<file path="src/rtl/serial_adder.sv">
// serial_adder: bit-serial WIDTH-bit unsigned adder.
// Operands are captured on a valid/ready input handshake, added LSB-first one
// bit per clock through a full adder made of two half_adder cells and an OR
// gate, and the registered {carry, sum} is held on a valid/ready output
// handshake until the consumer takes it.

module serial_adder #(
    parameter int WIDTH = 8
) (
    input  logic             clk,
    input  logic             rst_n,
    input  logic             in_valid,
    output logic             in_ready,
    input  logic [WIDTH-1:0] a,
    input  logic [WIDTH-1:0] b,
    output logic             out_valid,
    input  logic             out_ready,
    output logic [WIDTH-1:0] sum,
    output logic             carry
);

    // The counter only needs to reach WIDTH-1; a 1-bit counter covers WIDTH=1.
    localparam int CW = (WIDTH > 1) ? $clog2(WIDTH) : 1;
    localparam logic [CW-1:0] LAST_BIT = CW'(WIDTH - 1);

    typedef enum logic [1:0] {
        IDLE,
        SHIFT,
        DONE
    } state_t;

    state_t state;
    state_t state_next;

    logic [WIDTH-1:0] a_sr;
    logic [WIDTH-1:0] b_sr;
    logic [WIDTH-1:0] sum_sr;
    logic [WIDTH-1:0] sum_sr_next;
    logic             c;
    logic [CW-1:0]    cnt;

    logic s1;
    logic c1;
    logic s2;
    logic c2;
    logic c_next;

    logic load;
    logic step;

    // One-bit full adder: first cell adds the operand bits, second folds in
    // the registered carry; either cell producing a carry makes the carry-out.
    half_adder u_ha_ab (
        .x (a_sr[0]),
        .y (b_sr[0]),
        .s (s1),
        .c (c1)
    );

    half_adder u_ha_c (
        .x (s1),
        .y (c),
        .s (s2),
        .c (c2)
    );

    assign c_next = c1 | c2;

    // New sum bit enters at the MSB so that after WIDTH shifts the first
    // (LSB) bit computed has arrived at bit 0.
    generate
        if (WIDTH == 1) begin : g_sum_w1
            assign sum_sr_next = s2;
        end else begin : g_sum_wn
            assign sum_sr_next = {s2, sum_sr[WIDTH-1:1]};
        end
    endgenerate

    // State register; reset abandons any addition in flight.
    always_ff @(posedge clk or negedge rst_n) begin
        if (!rst_n) begin
            state <= IDLE;
        end else begin
            state <= state_next;
        end
    end

    // Next-state and handshake outputs; the shift phase ends on the edge
    // that processes bit WIDTH-1.
    always_comb begin
        state_next = state;
        in_ready   = 1'b0;
        out_valid  = 1'b0;
        load       = 1'b0;
        step       = 1'b0;
        case (state)
            IDLE: begin
                in_ready = 1'b1;
                if (in_valid) begin
                    load       = 1'b1;
                    state_next = SHIFT;
                end
            end
            SHIFT: begin
                step = 1'b1;
                if (cnt == LAST_BIT) begin
                    state_next = DONE;
                end
            end
            DONE: begin
                out_valid = 1'b1;
                if (out_ready) begin
                    state_next = IDLE;
                end
            end
            default: begin
                state_next = IDLE;
            end
        endcase
    end

    // Datapath: load operands on acceptance, then shift one bit per clock.
    // sum_sr is left alone on load so the last result stays visible until
    // the first shift.
    always_ff @(posedge clk or negedge rst_n) begin
        if (!rst_n) begin
            a_sr   <= '0;
            b_sr   <= '0;
            sum_sr <= '0;
            c      <= 1'b0;
            cnt    <= '0;
        end else if (load) begin
            a_sr <= a;
            b_sr <= b;
            c    <= 1'b0;
            cnt  <= '0;
        end else if (step) begin
            a_sr   <= a_sr >> 1;
            b_sr   <= b_sr >> 1;
            sum_sr <= sum_sr_next;
            c      <= c_next;
            cnt    <= cnt + CW'(1);
        end
    end

    assign sum   = sum_sr;
    assign carry = c;

endmodule

// half_adder: single-bit sum and carry of two inputs.
module half_adder (
    input  logic x,
    input  logic y,
    output logic s,
    output logic c
);

    assign s = x ^ y;
    assign c = x & y;

endmodule

</file>
<file path="config.mk">
export PLATFORM = sky130hd
export DESIGN_NAME = serial_adder
export DESIGN_NICKNAME = d
export VERILOG_FILES = /design/src/rtl/serial_adder.sv
export SDC_FILE = /design/constraint.sdc
export NUM_CORES = 1
export LEC_CHECK = 0
export CAP_MARGIN = 20
export CORE_ASPECT_RATIO = 1.25
export CORE_MARGIN = 1
export CORE_UTILIZATION = 53
export CTS_CLUSTER_DIAMETER = 50
export CTS_CLUSTER_SIZE = 12
export DETAILED_ROUTE_END_ITERATION = 10
export PLACE_DENSITY = 0.84
export REMOVE_ABC_BUFFERS = 1
export SLEW_MARGIN = 30
export SYNTH_ARGS = -nofsm -noshare
export SYNTH_HDL_FRONTEND = slang
export SYNTH_SLANG_ARGS = --single-unit
</file>
<file path="constraint.sdc">
create_clock -name clk -period 3.6 [get_ports clk]
set_input_delay 0.72 -clock clk [delete_from_list [all_inputs] [get_ports clk]]
set_output_delay 0.72 -clock clk [all_outputs]
set_load 0.05 [all_outputs]
</file>
Yosys cells after proc, flatten, opt, wreduce, memory -nomap -nowiden
Index checks and enable logic that the tools add are counted.
{"block": "op_classes", "n_eq_ne": 6, "n_reduce_logical": 4, "addsub": 1, "mux": 17, "bitwise_logic": 6}
{"operator": "$mux W8", "count": 4}
{"operator": "$mux W1", "count": 7}
{"operator": "$mux W2", "count": 3}
{"operator": "$mux W3", "count": 2}
{"operator": "$ne A2 B2 Y1 const B", "count": 3}
{"operator": "$pmux W2 S3", "count": 1}
{"operator": "$add A3 B1 Y3 const B", "count": 1}
{"operator": "$eq A3 B3 Y1 const B", "count": 1}
{"operator": "$reduce_and A3 Y1", "count": 1}
{"operator": "$and A1 B1 Y1", "count": 2}
{"operator": "$eq A2 B1 Y1 const B", "count": 1}
{"operator": "$eq A2 B2 Y1 const B", "count": 1}
{"operator": "$logic_not A2 Y1", "count": 1}
{"operator": "$reduce_and A2 Y1", "count": 1}
{"operator": "$reduce_bool A2 Y1", "count": 1}
{"operator": "$xor A1 B1 Y1", "count": 2}
{"operator": "$not A1 Y1", "count": 1}
{"operator": "$or A1 B1 Y1", "count": 1}
{"block": "totals", "out_inout_bits": 11, "input_bits": 20, "register_bits": 30}

Logic depth before layout (Yosys ltp)
Gate-level depths: netlist of the first run.
{"block": "logic_depth", "word_depth": 5, "ltp_mapped": 6, "ltp_nobuf": 4}

Hierarchy
A second synthesis of the first run with hierarchy kept.
{"block": "hier_totals", "cells_unflattened": 130, "area_unflattened_um2": 1422.6}
{"module": "serial_adder", "cells_per_inst": 128, "seq_area_each_um2": 750.7, "instances": 1, "area_each_um2": 1397.6}
{"module": "half_adder", "cells_per_inst": 1, "seq_area_each_um2": 0.0, "instances": 2, "area_each_um2": 12.5}

Least setup slack after synthesis of the first run
OpenSTA, ideal clock, no wires.
{"block": "synth_path", "path_kind": "register -> output", "from": "register state[1]", "to": "output port out_valid", "path_buffers": 1, "slack_ns": 1.676, "path_stages_with_launch": 4, "required_ns": 2.880, "arrival_time_ns": 1.204, "path_cell_list": "dfrtp_1 buf_6 inv_1 nor2_1"}
{"block": "synth_between", "elab_chain_len": 2}
{"item": "start: declaration", "line_no": "32", "source": "state_t state;"}
{"item": "start signal: assignment", "line_no": "84", "source": "state <= state_next;"}
{"item": "$eq A2 B2 Y1", "line_no": "96", "source": "case (state)"}
{"item": "$mux W1", "line_no": "96"}
{"item": "end: declaration", "line_no": "16", "source": "output logic out_valid,"}
Every way passes these cells.

Final worst setup path of the first run
Same ends and word-level chain as after synthesis.

==> impl_metrics.env, run 1 <==
export IMPL_design_portCount=31
export IMPL_cp_endpoint="out_valid"
export IMPL_unrepaired_setup_endpoints_after_global_routing="false"
export IMPL_cts_path_max_buffers=2
export IMPL_finalCritPeriodShare_pct=79.2
export IMPL_synth_edff_count=0
export IMPL_final_nets=168
export IMPL_drv_slew=0
export IMPL_cts_sink_count=30
export IMPL_via_count=1010
export IMPL_syn_cell_area_um2=1400
export IMPL_finalCriticalPeriod_ns=2.85
export IMPL_setup_worst_path_start="state[1]"
export IMPL_post_drt_wl_per_cell_um=14.8
export IMPL_setup_violations=0
export IMPL_clock_skew_final_ns=0.00614
export IMPL_irDropWorstVdd_v=0.000635
export IMPL_fp_dieW_um=48.0
export IMPL_net_switching_power_mw=0.688
export IMPL_avgSynthCellArea_um2=12.1
export IMPL_ff2ff_setup_slack_ns=2.15
export IMPL_post_cts_setup_buffers=0
export IMPL_detailedRoute_firstPassIterationCount=4
export IMPL_antenna_fix_cells=0
export IMPL_p_clk_share_pct=11.8
export IMPL_postSynthRegisterBits=30
export IMPL_fin_worst_hold_slack_ns=0.509
export IMPL_cts_htree_levels=2
export IMPL_antenna_found_initial=0
export IMPL_netSwitchingFraction_pct=41.6
export IMPL_synth_top_cells_by_area="dfrtp_1 (54%), o22ai_1 (10%), mux2_4 (7.5%)"
export IMPL_worst_setup_path_end_kind="primary output"
export IMPL_timing_max_cap_violations=0
export IMPL_setup_worst_path_class="register to primary output"
export IMPL_tightestPinTransition_ns=0.503
export IMPL_route_antenna_remaining_nets=0
export IMPL_yosysWarnings=0
export IMPL_dieHeight_um=59.5
export IMPL_port_buffers=30
export IMPL_placed_cells_incl_taps=171
export IMPL_leakage_nw=0.742
export IMPL_cts_root_buffer_cell="clkbuf_4"
export IMPL_number_of_global_route_vias_before_repair=1014
export IMPL_grt_start_max_net_pins=31
export IMPL_hpwl_um=1740
export IMPL_worst_hold_path_type="register to register"
export IMPL_yosys_cell_types_count=24
export IMPL_power_density_nw_per_um2=971
export IMPL_cp_max_fo=15
export IMPL_synth_top_cell_area_share_pct=53.6
export IMPL_synth_main_ff_cell="dfrtp_1"
export IMPL_seq_area_um2=751
export IMPL_path_clk_slew_ns=0.08
export IMPL_clk_insertion_delay_late_ns=0.33
export IMPL_p_int_mw=0.966
export IMPL_worstReg2RegEnd="cnt[2]"
export IMPL_cell_type_with_the_largest_total_area_after_synthesis="dfrtp_1"
export IMPL_drive_gt1_share_pct=11.1
export IMPL_syn_inst=116
export IMPL_multiInputGateArea_um2=526
export IMPL_startpoint_type_of_the_worst_setup_path="register"
export IMPL_outcome="completed"
export IMPL_std_cell_rows=20
export IMPL_initialDrtViolationCount=25
export IMPL_async_flop_share_pct=100
export IMPL_total_power_mw=1.65
export IMPL_cts_hold_buf=0
export IMPL_setup_total_negative_slack_ns=0
export IMPL_cts_inserted_buffers=5
export IMPL_global_route_total_usage_across_every_layer_pct=21.9
export IMPL_worst_endpoint_required_ns=2.88
export IMPL_final_hold_viol_count=0
export IMPL_dieArea_um2=2850
export IMPL_fillCellCount=191
export IMPL_cts_repair_resized=0
export IMPL_worst_r2r_cell_count=3
export IMPL_area_delta_synth_final_pct=21.5
export IMPL_fmaxAchievable_mhz=351
export IMPL_sequentialPowerShare_pct=37.6
export IMPL_max_slew_margin_rel_pct=66.4
export IMPL_synth_seq_area_share_pct=53.6
export IMPL_tritoncts_clock_tree="done"
export IMPL_grt_pass1_wl_um=4260
export IMPL_gp_routability_congestion=0.739
export IMPL_worstReg2RegStart="state[0]"
export IMPL_wirelength_um=2620
export IMPL_timing_critical_path_arrival_ns=2.13
export IMPL_floorplan_core_area_um2=2480
export IMPL_initial_core_util_pct=56.6
export IMPL_drc_errors=0
export IMPL_drt_vias_per_instance=5.71
export IMPL_final_instance_count_excl_fill=177
export IMPL_comb_power_share_pct=50.6
export IMPL_grt_overflow_total=0
[state kept, by name, summed over array words and instances (netlist names)]
name   cells
carry      1
cnt        3
b_sr       8
sum        8
state      2
a_sr       8
[cells in the mapped netlist, types with 3 or more instances]
master	count
a21oi_1	9
a22o_1	3
a2bb2oi_1	5
dfrtp_1	30
inv_1	7
mux2_4	7
nand2_1	3
nand2b_1	3
nor2_1	5
o21ai_0	4
o22ai_1	23
[critical path: stages (launching register included)]
cell and delay, ns:
dfrtp_1 0.48, inv_1 0.28, nor2_1 0.20, clkdlybuf4s50_1 0.83
[metal layers]
metal	global-route usage, %	routed length, µm	vias up
li1	-	-	482
met4	9.92	46	0
met1	25.8	1070	483
met2	33.4	1330	40
met3	10.1	178	5
met5	0	0	-
[placed cells by master (no fill, tap or decap), drive strengths merged]
master         netlist  final
buf                  7      1
and2b                1      1
o21ai                4      4
a22oi                1      1
clkdlybuf4s50        0     30
nand2b               4      4
fa                   1      1
mux2                 7      7
inv                  7      7
a22o                 3      3
a32o                 1      1
o21bai               1      1
a21oi                9      9
ha                   2      2
nand2                3      3
nor2                 5      5
a2bb2oi              5      5
o22ai               23     23
clkbuf               2      6
dfrtp               30     30
[how the worst min path moves through the flow]
stage / cells after the start / startpoint / slack [ns] / to
5_1_grt: 1 / cnt[0] / 0.53 / cnt[0]
2_1_floorplan: 0 / rst_n / 0.42 / a_sr[0]
3_5_place_dp: 1 / cnt[2] / 0.49 / cnt[2]
3_3_place_gp: 1 / a_sr[7] / 0.48 / a_sr[7]
4_1_cts: 1 / cnt[0] / 0.51 / cnt[0]
6_report: 1 / a_sr[7] / 0.51 / a_sr[7]
[cell families (layout without fill, tap and decap cells)]
| group | Yosys count | in the layout | share of synthesized area, % |
|---|---|---|---|
| buffers and inverters | 16 | 44 | 8.93 |
| multiplexers | 7 | 7 | 7.50 |
| adder cells (fa/ha/maj) | 3 | 3 | 3.21 |
| AND/OR/NAND/NOR | 13 | 13 | 5.09 |
| AO/OA/AOI/OAI | 47 | 47 | 21.7 |
| flip-flops | 30 | 30 | 53.6 |
[cell type report]
class                      instances  area share, %
inverter                           7           1.54
timing repair buffer              31           18.1
sequential                        30           44.1
tap                               33           2.42
clock buffer                       6           3.01
multi-input combinational         70           30.9
[metrics by stage]
stage | setup WS, ns | instance area [µm²] | util (%)
CTS | 0.743 | 1700 | 68.7
global route | 0.586 | 1700 | 68.7
detailed placement | 1.12 | 1650 | 66.7
finish | 0.749 | 1700 | 68.7
floorplan | 1.53 | 1300 | -
global placement | 1.18 | 1650 | 66.7
[power by group through the flow]
stage                     registers (mW)  clock network, mW  logic [mW]
after global placement             0.617                  0       0.820
after detailed placement           0.627                  0       0.840
final                              0.622              0.195       0.837
after floorplan                    0.782                  0       0.443
after global routing               0.645              0.215       0.905
after CTS                          0.622              0.200       0.844
Note: power is estimated with default switching activity, not from simulation.
==> run 2, diff against run 1 <==
- CORE_UTILIZATION: 53 -> 44
- PLACE_DENSITY: 0.84 -> 0.75
- clock period: 3.6 -> 2.5 ns (I/O delays scaled with it)
==> run 2 against run 1 <==
Compared with the run above:
- critical path depth decreased by 1
- non-clock buffer count unchanged
- cell count increased by 2.8%
- design area increased by 0.59%
- via count increased by 2.5%
- sequential share of layout area decreased by 0.26 points
- total power increased by 46%
- sequential power increased by 44%
- first-iteration DRC count increased by 8.0%
- flip-flop and latch count unchanged
- clock power increased by 53%
- critical endpoint is now in_ready
- highest routed layer unchanged
==> impl_metrics.env, run 2 (synthesis gave the netlist of run 1 again) <==
export IMPL_drive_gt1_share_pct=12.3
export IMPL_clock_skew_final_ns=0.00565
export IMPL_final_nets=168
export IMPL_number_of_global_route_vias_before_repair=1064
export IMPL_finalCritPeriodShare_pct=90.5
export IMPL_max_slew_margin_rel_pct=66.3
export IMPL_post_drt_wl_per_cell_um=15.2
export IMPL_worst_r2r_cell_count=3
export IMPL_wirelength_um=2760
export IMPL_floorplan_core_area_um2=2970
export IMPL_leakage_nw=0.749
export IMPL_irDropWorstVdd_v=0.000747
export IMPL_initial_core_util_pct=47.1
export IMPL_dieArea_um2=3420
export IMPL_cts_root_buffer_cell="clkbuf_4"
export IMPL_gp_routability_congestion=0.729
export IMPL_total_power_mw=2.41
export IMPL_drc_errors=0
export IMPL_power_density_nw_per_um2=1410
export IMPL_port_buffers=30
export IMPL_multiInputGateArea_um2=526
export IMPL_area_delta_synth_final_pct=22.2
export IMPL_cp_max_fo=9
export IMPL_grt_pass1_wl_um=4890
export IMPL_hpwl_um=1880
export IMPL_dieHeight_um=65.1
export IMPL_drt_vias_per_instance=5.69
export IMPL_cts_inserted_buffers=5
export IMPL_drv_slew=0
export IMPL_cts_hold_buf=0
export IMPL_final_cell_mix="dfrtp_1 (30), clkdlybuf4s50_1 (29), o22ai_1 (23)"
export IMPL_grt_overflow_total=0
export IMPL_setup_total_negative_slack_ns=0
export IMPL_startpoint_type_of_the_worst_setup_path="register"
export IMPL_setup_violations=0
export IMPL_setup_worst_path_start="state[0]"
export IMPL_fp_dieW_um=52.5
export IMPL_route_antenna_remaining_nets=0
export IMPL_fmaxAchievable_mhz=442
export IMPL_detailedRoute_firstPassIterationCount=4
export IMPL_tritoncts_clock_tree="done"
export IMPL_initialDrtViolationCount=27
export IMPL_global_route_total_usage_across_every_layer_pct=20.1
export IMPL_grt_start_max_net_pins=31
export IMPL_mostFrequentLayoutCell="dfrtp_1"
export IMPL_timing_critical_path_arrival_ns=1.76
export IMPL_path_clk_slew_ns=0.08
export IMPL_worstReg2RegEnd="cnt[2]"
export IMPL_worst_endpoint_required_ns=2.00
export IMPL_worst_setup_path_end_kind="primary output"
export IMPL_tightestPinTransition_ns=0.505
export IMPL_via_count=1035
export IMPL_clk_insertion_delay_late_ns=0.34
export IMPL_setup_worst_path_class="register to primary output"
export IMPL_antenna_fix_cells=0
export IMPL_design_portCount=31
export IMPL_cts_htree_levels=2
export IMPL_antenna_found_initial=0
export IMPL_worstReg2RegStart="state[0]"
export IMPL_cts_sink_count=30
export IMPL_outcome="completed"
export IMPL_ff2ff_setup_slack_ns=1.07
export IMPL_cts_path_max_buffers=2
export IMPL_finalCriticalPeriod_ns=2.26
export IMPL_cts_repair_resized=0
export IMPL_std_cell_rows=22
export IMPL_final_hold_viol_count=0
export IMPL_unrepaired_setup_endpoints_after_global_routing="false"
export IMPL_post_cts_setup_buffers=0
export IMPL_cp_endpoint="in_ready"
export IMPL_fillCellCount=257
export IMPL_timing_max_cap_violations=0
export IMPL_worst_hold_path_type="register to register"
export IMPL_seq_area_um2=751
## run 2: cell count changes in the layout (fill, tap and decap cells not counted)
| cell | delta |
|---|---|
| buf_4 | +1 |
| clkbuf_1 | +1 |
| clkdlybuf4s50_1 | -1 |
| clkinv_2 | +1 |
## run 2: worst min-delay path by stage
stage,start,to,slack [ns],cells after the start
2_1_floorplan,rst_n,a_sr[0],0.20,0
3_3_place_gp,a_sr[7],a_sr[7],0.48,1
3_5_place_dp,a_sr[7],a_sr[7],0.48,1
4_1_cts,a_sr[7],a_sr[7],0.51,1
5_1_grt,cnt[2],cnt[2],0.55,1
6_report,a_sr[7],a_sr[7],0.50,1
## run 2: report_power, final
| group | switching (mW) | leakage, nW | internal [mW] |
|---|---|---|---|
| Combinational | 0.671 | 0.358 | 0.544 |
| Sequential | 0.175 | 0.355 | 0.721 |
| Clock | 0.163 | 0.0353 | 0.136 |
## run 2: layer usage
metal	GRT usage [%]	up-vias	wire (µm)
met5	0	-	0
met4	13.2	0	79
met3	5.09	8	141
met2	30.7	39	1330
met1	24.5	504	1220
li1	-	484	-
## run 2: stage by stage
| step | setup slack, ns | hold WS (ns) | cells | instance area, µm² | util, % |
|---|---|---|---|---|---|
| 4_1_cts | 0.218 | 0.506 | 182 | 1710 | 57.6 |
| 5_1_grt | 0.162 | 0.546 | 182 | 1710 | 57.6 |
| 3_5_place_dp | 0.535 | 0.483 | 174 | 1650 | 55.6 |
| 3_3_place_gp | 0.577 | 0.482 | 174 | 1650 | 55.6 |
| 6_report | 0.237 | 0.502 | 182 | 1710 | 57.6 |
| 2_1_floorplan | 0.650 | 0.204 | 107 | 1300 | - |
## run 2: final cells by class
class / count / share of cell area, %
well taps: 36 / 2.63
flip-flops and latches: 30 / 43.8
multi-input cells: 70 / 30.7
clock inverters: 1 / 0.292
repair buffers: 31 / 17.8
clock buffers: 7 / 3.21
inverters: 7 / 1.53
## run 2: worst max-delay path, stage by stage, from the launching register on
cell	delay [ns]
dfrtp_1	0.48
nor2_1	0.14
clkdlybuf4s50_1	0.80
